`src/rtl/stream_mux_pkg.sv`:
```
// Shared constants and helpers for the stream_mux block.
package stream_mux_pkg;

  localparam int NR_CH_DEF    = 4;
  localparam int DATA_LEN_DEF = 8;

  // Channel index width: $clog2(n), never narrower than 1 bit.
  function automatic int sel_w(input int n);
    return ($clog2(n) < 1) ? 1 : $clog2(n);
  endfunction

endpackage

```
`src/rtl/rr_arbiter.sv`:
```
// Combinational round-robin search: starts one past ptr, wraps, first request wins.
module rr_arbiter
  import stream_mux_pkg::*;
#(
  parameter  int NR_CH   = NR_CH_DEF,
  localparam int SEL_LEN = sel_w(NR_CH)
) (
  input  logic [NR_CH-1:0]   req,
  input  logic [SEL_LEN-1:0] ptr,
  output logic               gnt_vld,
  output logic [SEL_LEN-1:0] gnt_idx
);

  logic [SEL_LEN-1:0] idx;

  // Walk from lowest priority (ptr itself) to highest (ptr+1) so the last hit wins.
  always_comb begin
    gnt_vld = 1'b0;
    gnt_idx = '0;
    idx     = '0;
    for (int k = NR_CH; k >= 1; k--) begin
      idx = SEL_LEN'((int'(ptr) + k) % NR_CH);
      if (req[idx]) begin
        gnt_vld = 1'b1;
        gnt_idx = idx;
      end
    end
  end

endmodule

```
`src/rtl/stream_mux.sv`:
```
// N-channel valid/ready stream mux with round-robin arbitration and a registered output.
// Define STREAM_MUX_SEL_EN to add a sel port that forces the granted channel.
module stream_mux
  import stream_mux_pkg::*;
#(
  parameter  int NR_CH    = NR_CH_DEF,
  parameter  int DATA_LEN = DATA_LEN_DEF,
  localparam int SEL_LEN  = sel_w(NR_CH)
) (
  input  logic                      clk,
  input  logic                      rst_n,
`ifdef STREAM_MUX_SEL_EN
  input  logic [SEL_LEN-1:0]        sel,
`endif
  input  logic [NR_CH-1:0]          in_valid,
  output logic [NR_CH-1:0]          in_ready,
  input  logic [NR_CH*DATA_LEN-1:0] in_data,
  output logic                      out_valid,
  input  logic                      out_ready,
  output logic [DATA_LEN-1:0]       out_data,
  output logic [SEL_LEN-1:0]        out_ch
);

  logic [SEL_LEN-1:0] ptr;
  logic               gnt_vld;
  logic [SEL_LEN-1:0] gnt_idx;
  logic               ld_ok;
  logic               xfer;

`ifdef STREAM_MUX_SEL_EN
  always_comb begin
    gnt_vld = 1'b0;
    gnt_idx = sel;
    if (int'(sel) < NR_CH) gnt_vld = in_valid[sel];
  end
`else
  rr_arbiter #(.NR_CH(NR_CH)) u_arb (
    .req     (in_valid),
    .ptr     (ptr),
    .gnt_vld (gnt_vld),
    .gnt_idx (gnt_idx)
  );
`endif

  // rst_n gates ready so nothing is offered while the block is held in reset.
  assign ld_ok    = !out_valid || out_ready;
  assign xfer     = rst_n && gnt_vld && ld_ok;
  assign in_ready = xfer ? ({{(NR_CH-1){1'b0}}, 1'b1} << gnt_idx) : '0;

  always_ff @(posedge clk or negedge rst_n) begin
    if (!rst_n) begin
      out_valid <= 1'b0;
      out_data  <= '0;
      out_ch    <= '0;
      ptr       <= SEL_LEN'(NR_CH - 1);
    end else if (xfer) begin
      out_valid <= 1'b1;
      out_data  <= in_data[gnt_idx*DATA_LEN +: DATA_LEN];
      out_ch    <= gnt_idx;
      ptr       <= gnt_idx;
    end else if (out_ready) begin
      out_valid <= 1'b0;
    end
  end

endmodule

```
`config.mk`:
```
export PLATFORM = sky130hd
export DESIGN_NAME = stream_mux
export DESIGN_NICKNAME = d
export VERILOG_FILES = /design/src/rtl/stream_mux_pkg.sv /design/src/rtl/rr_arbiter.sv /design/src/rtl/stream_mux.sv
export SDC_FILE = /design/constraint.sdc
export NUM_CORES = 1
export LEC_CHECK = 0
export BUFFER_PORTS_ARGS = -buffer_cell sky130_fd_sc_hd__clkbuf_2
export CORE_ASPECT_RATIO = 1.5
export CORE_MARGIN = 5
export CORE_UTILIZATION = 45
export DETAILED_ROUTE_END_ITERATION = 10
export GPL_ROUTABILITY_DRIVEN = 1
export GPL_TIMING_DRIVEN = 0
export PLACE_DENSITY = 0.83
export SLEW_MARGIN = 20
export SYNTH_ARGS = -nofsm -noshare
export SYNTH_HDL_FRONTEND = slang
export SYNTH_SLANG_ARGS = --single-unit
```
`constraint.sdc`:
```
create_clock -name clk -period 4.15 [get_ports clk]
set_input_delay 1.0375 -clock clk [delete_from_list [all_inputs] [get_ports clk]]
set_output_delay 1.0375 -clock clk [all_outputs]
set_load 0.02 [all_outputs]
```
==> flow_summary_export.csv, run 1 <==
group,metric,value,unit
run_status,status,"finished clean",
clock_network,cts-htree-levels,1,
floorplanning,start_util,48.0,%
sta,hold_ws,0.492,ns
critical_path,cp.required,3.11,ns
floorplanning,pin_count,54,
placement,portBuffers,53,
sta,hold_viol,0,
critical_path,cp-start-kind,"primary input",
clock_network,cts-resized-gates,0,
cells_and_area,drive_gt1_share,54.7,%
clock_network,hold_buffers,0,
critical_path,crit_arrival,2.72,ns
sta,max_freq,266,MHz
power_and_ir_drop,p_leak,0.634,nW
placement,hpwl,1910,um
clock_network,clkSinkCount,13,
yosys,synth_edf_count,0,
critical_path,cp_slowest_cell,"a211oi_1",
sta,fin_worst_skew,0.00663,ns
clock_network,cts_tree,"built",
cells_and_area,nNetsFinal,177,
critical_path,cp_top_family,"compound AO/OA/AOI/OAI gates",
global_route,grt_pass1_vias,965,
cells_and_area,antennaDiodeCount,0,
yosys,avgSynthCellArea,11.1,um2
clock_network,post_cts_buffers,0,
route,wl_per_cell,14.6,um
route,wl,2310,um
clock_network,cts_buffers,3,
route,ant_nets,0,
yosys,synthCells,80,
sta,tns,0,ns
route,drc,0,
route,viasPerCell,5.28,
power_and_ir_drop,power.density,460,nW/um2
clock_network,clk_latency,0.28,ns
critical_path,end_kind,"output port",
flow_run,drv_cap,0,
critical_path,crit_fanout,10,
sta,finalCriticalPeriod,3.75,ns
route,firstDrtPassIters,3,
global_route,grt.total_usage,17.5,%
critical_path,crit_type,"in2out",
global_route,grt_pass1_wl,3870,um
yosys,netlist_area,891,um2
sta,rsz0062_at_grt,"false",
sta,layout_worst_path_cycle_share,90.4,%
min_path,hp-class,"reg2reg",
floorplanning,row_count,19,
global_route,antenna_found_initial,0,
global_route,grt_max_degree,15,
yosys,async_flop_share,100,%
cells_and_area,syn_to_final_growth,35.7,%
yosys,syn-num-nets,119,
yosys,yosysUniqueCellTypes,26,
cells_and_area,fillers,167,
critical_path,max_stage_delay,0.49,ns
sta,tightestPinTransition,0.546,ns
yosys,synth_top_area_share,30.9,%
floorplanning,dieWidth,46.3,um
critical_path,cp_cell_sequence,"clkbuf_2 > o21ai_0 > o21ai_0 > a211oi_1 > and2_1 > buf_4 > nor2b_1 > clkbuf_2",
yosys,yosysTopAreaCell,"dfrtp_1",
route,drt-initial-drc-count,10,
floorplanning,core_area,1850,um2
global_route,grt-ovfl-total,0,
floorplanning,die_h,64.5,um
yosys,synthTopCellsByArea,"dfrtp_1 (31%), mux2i_1 (19%), a221oi_2 (13%), dfstp_2 (5.9%), nor2_1 (5.1%)",
floorplanning,dieArea,2990,um2
clock_network,cts_root_buf,"clkbuf_4",
placement,place.gp.congestion,0.748,
route,num_vias,835,
yosys,seq_area_frac_synth,36.8,%
clock_network,clk_path_buf_depth,2,
clock_network,clk_pin_slew,0.08,ns
power_and_ir_drop,ir_worst_vdd,289,uV
sta,setup_viol,0,
yosys,ys_warn_count,0,
sta,relSlewSlack,63.5,%
yosys,yosys-top-cells-count,"mux2i_1 (17), nor2_1 (12), dfrtp_1 (11), a221oi_2 (8), nand2b_1 (4)",
yosys,synth_seq_cells,13,
yosys,synthFlopType,"dfrtp_1",
sta,slew_viol_final,0,
critical_path,crit_buf_inv,3,
yosys,yosysMostFrequentCell,"mux2i_1",
-- per-layer routing --
metal	track usage (%)	vias to the layer above	wire, um
li1	-	411	-
met1	16.7	393	821
met2	33.4	27	1320
met3	1.94	4	138
met4	9.25	0	30
met5	0	-	0
-- sequential cells by signal, indices dropped and copies added (netlist names) --
| name | count |
|---|---|
| ptr | 2 |
| out_valid | 1 |
| out_ch | 2 |
| out_data | 8 |
-- where the power goes --
group | switching [mW] | internal (mW)
sequential | 0.0219 | 0.168
clock | 0.0421 | 0.0373
combinational | 0.161 | 0.126
-- logic make-up (layout without fill, tap and decap cells) --
kind of cell	Yosys count	in the layout	share of synthesized area, %
and+or+nand+nor	24	24	13.1
AOI/OAI and AO/OA	20	20	25.6
muxes	17	17	19.1
DFF	13	13	36.8
buffers and inverters	6	63	5.48
-- area by class of cell --
class / instances / area, um2 / share of cell area, %
inverters: 1 / 3.75 / 0.311
plain buffers: 5 / 45.0 / 3.73
flip-flops and latches: 13 / 328 / 27.1
well taps: 21 / 26.3 / 2.17
repair buffers: 53 / 265 / 21.9
clock buffers: 4 / 26.3 / 2.17
multi-input cells: 61 / 514 / 42.5
-- placed cells by master, fill, tap and decap left out, types with 2 or more instances in the layout --
cell and n:
a221oi_2 8, nor2b_1 2, clkbuf_1 2, clkbuf_4 3
dfstp_2 2, nor2_1 12, nand2b_1 4, a21oi_1 3
clkbuf_2 53, mux2i_1 17, and2_1 2, buf_4 2
o21ai_0 2, dfrtp_1 11
-- worst reg2reg max path, cell delays in order, from the launching register on --
cell and delay [ns]:
dfstp_2 0.53, buf_6 0.12, mux2i_1 0.19, nor2_1 0.08
a311oi_4 0.41, buf_4 0.27, mux2i_1 0.24, a221oi_2 0.08
-- path summary, 6_finish.rpt --
| check | from | endpoint | slack (ns) | depth (start not counted) |
|---|---|---|---|---|
| min in group asynchronous | rst_n | out_data[7] | 0.65 | 1 |
| hold / removal | out_ch[1] | out_ch[1] | 0.49 | 1 |
| max in group asynchronous | rst_n | ptr[0] | 3.19 | 1 |
| setup / recovery | in_valid[1] | in_ready[3] | 0.40 | 8 |
| setup reg to reg | ptr[1] | out_data[5] | 2.09 | 7 |
| hold reg to reg | out_ch[1] | out_ch[1] | 0.49 | 1 |
-- metrics by stage --
| step | instance area (um2) | power (mW) | cells | utilization [%] | worst slack, ns |
|---|---|---|---|---|---|
| 3_3_place_gp | 1180 | 0.475 | 154 | 63.8 | 0.417 |
| 2_1_floorplan | 891 | 0.395 | 80 | - | 0.713 |
| 3_5_place_dp | 1180 | 0.483 | 154 | 63.8 | 0.389 |
| 5_1_grt | 1210 | 0.594 | 158 | 65.2 | 0.214 |
| 6_report | 1210 | 0.556 | 158 | 65.2 | 0.397 |
| 4_1_cts | 1210 | 0.562 | 158 | 65.2 | 0.387 |
No activity file was read; power rests on OpenSTA's default activity.
==> run 2: changes to the inputs <==
Settings changed: CORE_ASPECT_RATIO 1.5 to not set, CORE_UTILIZATION 45 to 47, CTS_BUF_LIST set to sky130_fd_sc_hd__clkbuf_8, PLACE_DENSITY 0.83 to 0.86.
==> run 2 against run 1 <==
  * Largest cell class unchanged
  * Fmax is 1.6% lower
  * Total power rose by 7.1%
  * Count of clock-buffer cells in the layout is 1 lower
  * Sequential share of layout area down 0.52 points
  * Cell count up 2.5%
  * Worst setup slack got worse by 0.059 ns
==> flow_summary_export.csv, run 2 (same netlist as run 1, synthesis figures left out) <==
group,metric,value,unit
route,wl_per_cell,15.6,um
route,wl,2530,um
cells_and_area,nNetsFinal,177,
floorplanning,row_count,15,
sta,max_freq,262,MHz
critical_path,end_kind,"output port",
sta,tns,0,ns
critical_path,cp-start-kind,"primary input",
power_and_ir_drop,power.density,483,nW/um2
cells_and_area,largest_register_ff_count,8,
clock_network,clkSinkCount,13,
route,drc,0,
clock_network,clk_path_buf_depth,2,
power_and_ir_drop,seqPwrFrac,32.1,%
global_route,grt_pass1_vias,881,
cells_and_area,antennaDiodeCount,0,
critical_path,crit_arrival,2.78,ns
clock_network,cts_root_buf,"clkbuf_8",
route,drt-initial-drc-count,12,
sta,setup_viol,0,
cells_and_area,regMostFlops,"out_data",
cells_and_area,top_regs,"out_data (8), out_ch (2), ptr (2)",
global_route,antenna_found_initial,0,
power_and_ir_drop,ir_worst_vdd,346,uV
cells_and_area,syn_to_final_growth,38.3,%
power_and_ir_drop,p_sw,236,uW
critical_path,cp_slowest_cell,"a211oi_1",
placement,hpwl,2060,um
critical_path,crit_buf_inv,3,
critical_path,cp.required,3.11,ns
power_and_ir_drop,clockPowerShare,18.9,%
route,viasPerCell,5.38,
route,firstDrtPassIters,4,
critical_path,cp_top_family,"compound AO/OA/AOI/OAI gates",
global_route,grt-ovfl-total,0,
clock_network,cts_tree,"built",
power_and_ir_drop,pwr-share-comb,49.0,%
floorplanning,die_h,53.5,um
floorplanning,dieArea,2870,um2
global_route,grt_max_degree,15,
global_route,grt_pass1_wl,3980,um
sta,slew_viol_final,0,
clock_network,cts_buffers,3,
route,ant_nets,0,
power_and_ir_drop,power.share.switching,39.6,%
floorplanning,pin_count,54,
flow_run,drv_cap,0,
clock_network,clk_pin_slew,0.06,ns
power_and_ir_drop,intPower,360,uW
route,num_vias,871,
cells_and_area,multi_input_area,514,um2
cells_and_area,drive_gt1_share,54.7,%
min_path,hp-class,"reg2reg",
run_status,status,"finished clean",
clock_network,hold_buffers,0,
cells_and_area,mostFrequentLayoutCells,"clkbuf_2 (53), mux2i_1 (17), nor2_1 (12)",
placement,place.gp.congestion,0.745,
placement,portBuffers,53,
clock_network,post_cts_buffers,0,
sta,tightestPinTransition,0.583,ns
sta,hold_viol,0,
critical_path,crit_fanout,10,
global_route,grt.total_usage,19.7,%
power_and_ir_drop,p_leak,0.645,nW
cells_and_area,fillers,158,
critical_path,crit_type,"in2out",
clock_network,cts-resized-gates,0,
sta,rsz0062_at_grt,"false",
floorplanning,core_area,1760,um2
critical_path,max_stage_delay,0.45,ns
floorplanning,start_util,50.5,%
cells_and_area,ff_latch_area,328,um2
sta,layout_worst_path_cycle_share,91.9,%
power_and_ir_drop,power.total,595,uW
sta,relSlewSlack,61.1,%
sta,finalCriticalPeriod,3.81,ns
sta,fin_worst_skew,0.00273,ns
clock_network,clk_latency,0.25,ns
critical_path,cp_cell_sequence,"clkbuf_2 > o21ai_0 > o21ai_0 > a211oi_1 > and2_1 > buf_4 > nor2b_1 > clkbuf_2",
clock_network,cts-htree-levels,1,
floorplanning,dieWidth,53.5,um
cells_and_area,layout_commonest_cell,"clkbuf_2",
[run 2: cell count changes in the layout (fill, tap and decap cells not counted), sizes merged]
| cell | delta |
|---|---|
| inv | +1 |
| clkbuf | -1 |
[run 2: area by class of cell]
cell class,count,area share [%]
repair buffers,53,21.5
clock buffers,3,3.35
well taps,25,2.54
clock inverters,1,0.305
inverters,1,0.305
flip-flops and latches,13,26.6
multi-input cells,61,41.7
plain buffers,5,3.65
[run 2: path summary, 6_finish.rpt]
kind / startpoint / end / slack, ns / cells past startpoint
worst min register to register: out_ch[1] / out_ch[1] / 0.51 / 1
worst max register to register: ptr[1] / out_data[4] / 2.04 / 7
worst max-delay path: in_valid[1] / in_ready[3] / 0.34 / 8
min in group asynchronous: rst_n / out_data[3] / 0.69 / 1
worst min-delay path: out_ch[1] / out_ch[1] / 0.51 / 1
max in group asynchronous: rst_n / ptr[0] / 3.15 / 1
[run 2: per-layer routing]
layer  part of all wire (%)  vias up  GRT usage [%]
met5                      0        -              0
li1                       -      412              -
met3                    6.7        6           5.54
met2                     54       36           34.9
met1                     37      417           21.8
met4                    2.2        0           8.51
[run 2: power groups by stage]
stage	clock, mW	sequential [mW]	combinational [mW]
finish	0.113	0.191	0.292
global route	0.120	0.196	0.316
CTS	0.115	0.190	0.296
detailed placement	0	0.192	0.296
global placement	0	0.190	0.284
floorplan	0	0.231	0.163
[run 2: stage by stage]
| stage | area [um2] | std cells | utilization (%) | hold slack, ns | setup WS [ns] |
|---|---|---|---|---|---|
| after floorplan | 891 | 80 | - | 0.491 | 0.713 |
| after global placement | 1190 | 158 | 67.3 | 0.480 | 0.469 |
| after detailed placement | 1190 | 158 | 67.3 | 0.491 | 0.381 |
| after CTS | 1230 | 162 | 69.9 | 0.504 | 0.379 |
| after global routing | 1230 | 162 | 69.9 | 0.527 | 0.145 |
| final | 1230 | 162 | 69.9 | 0.507 | 0.337 |
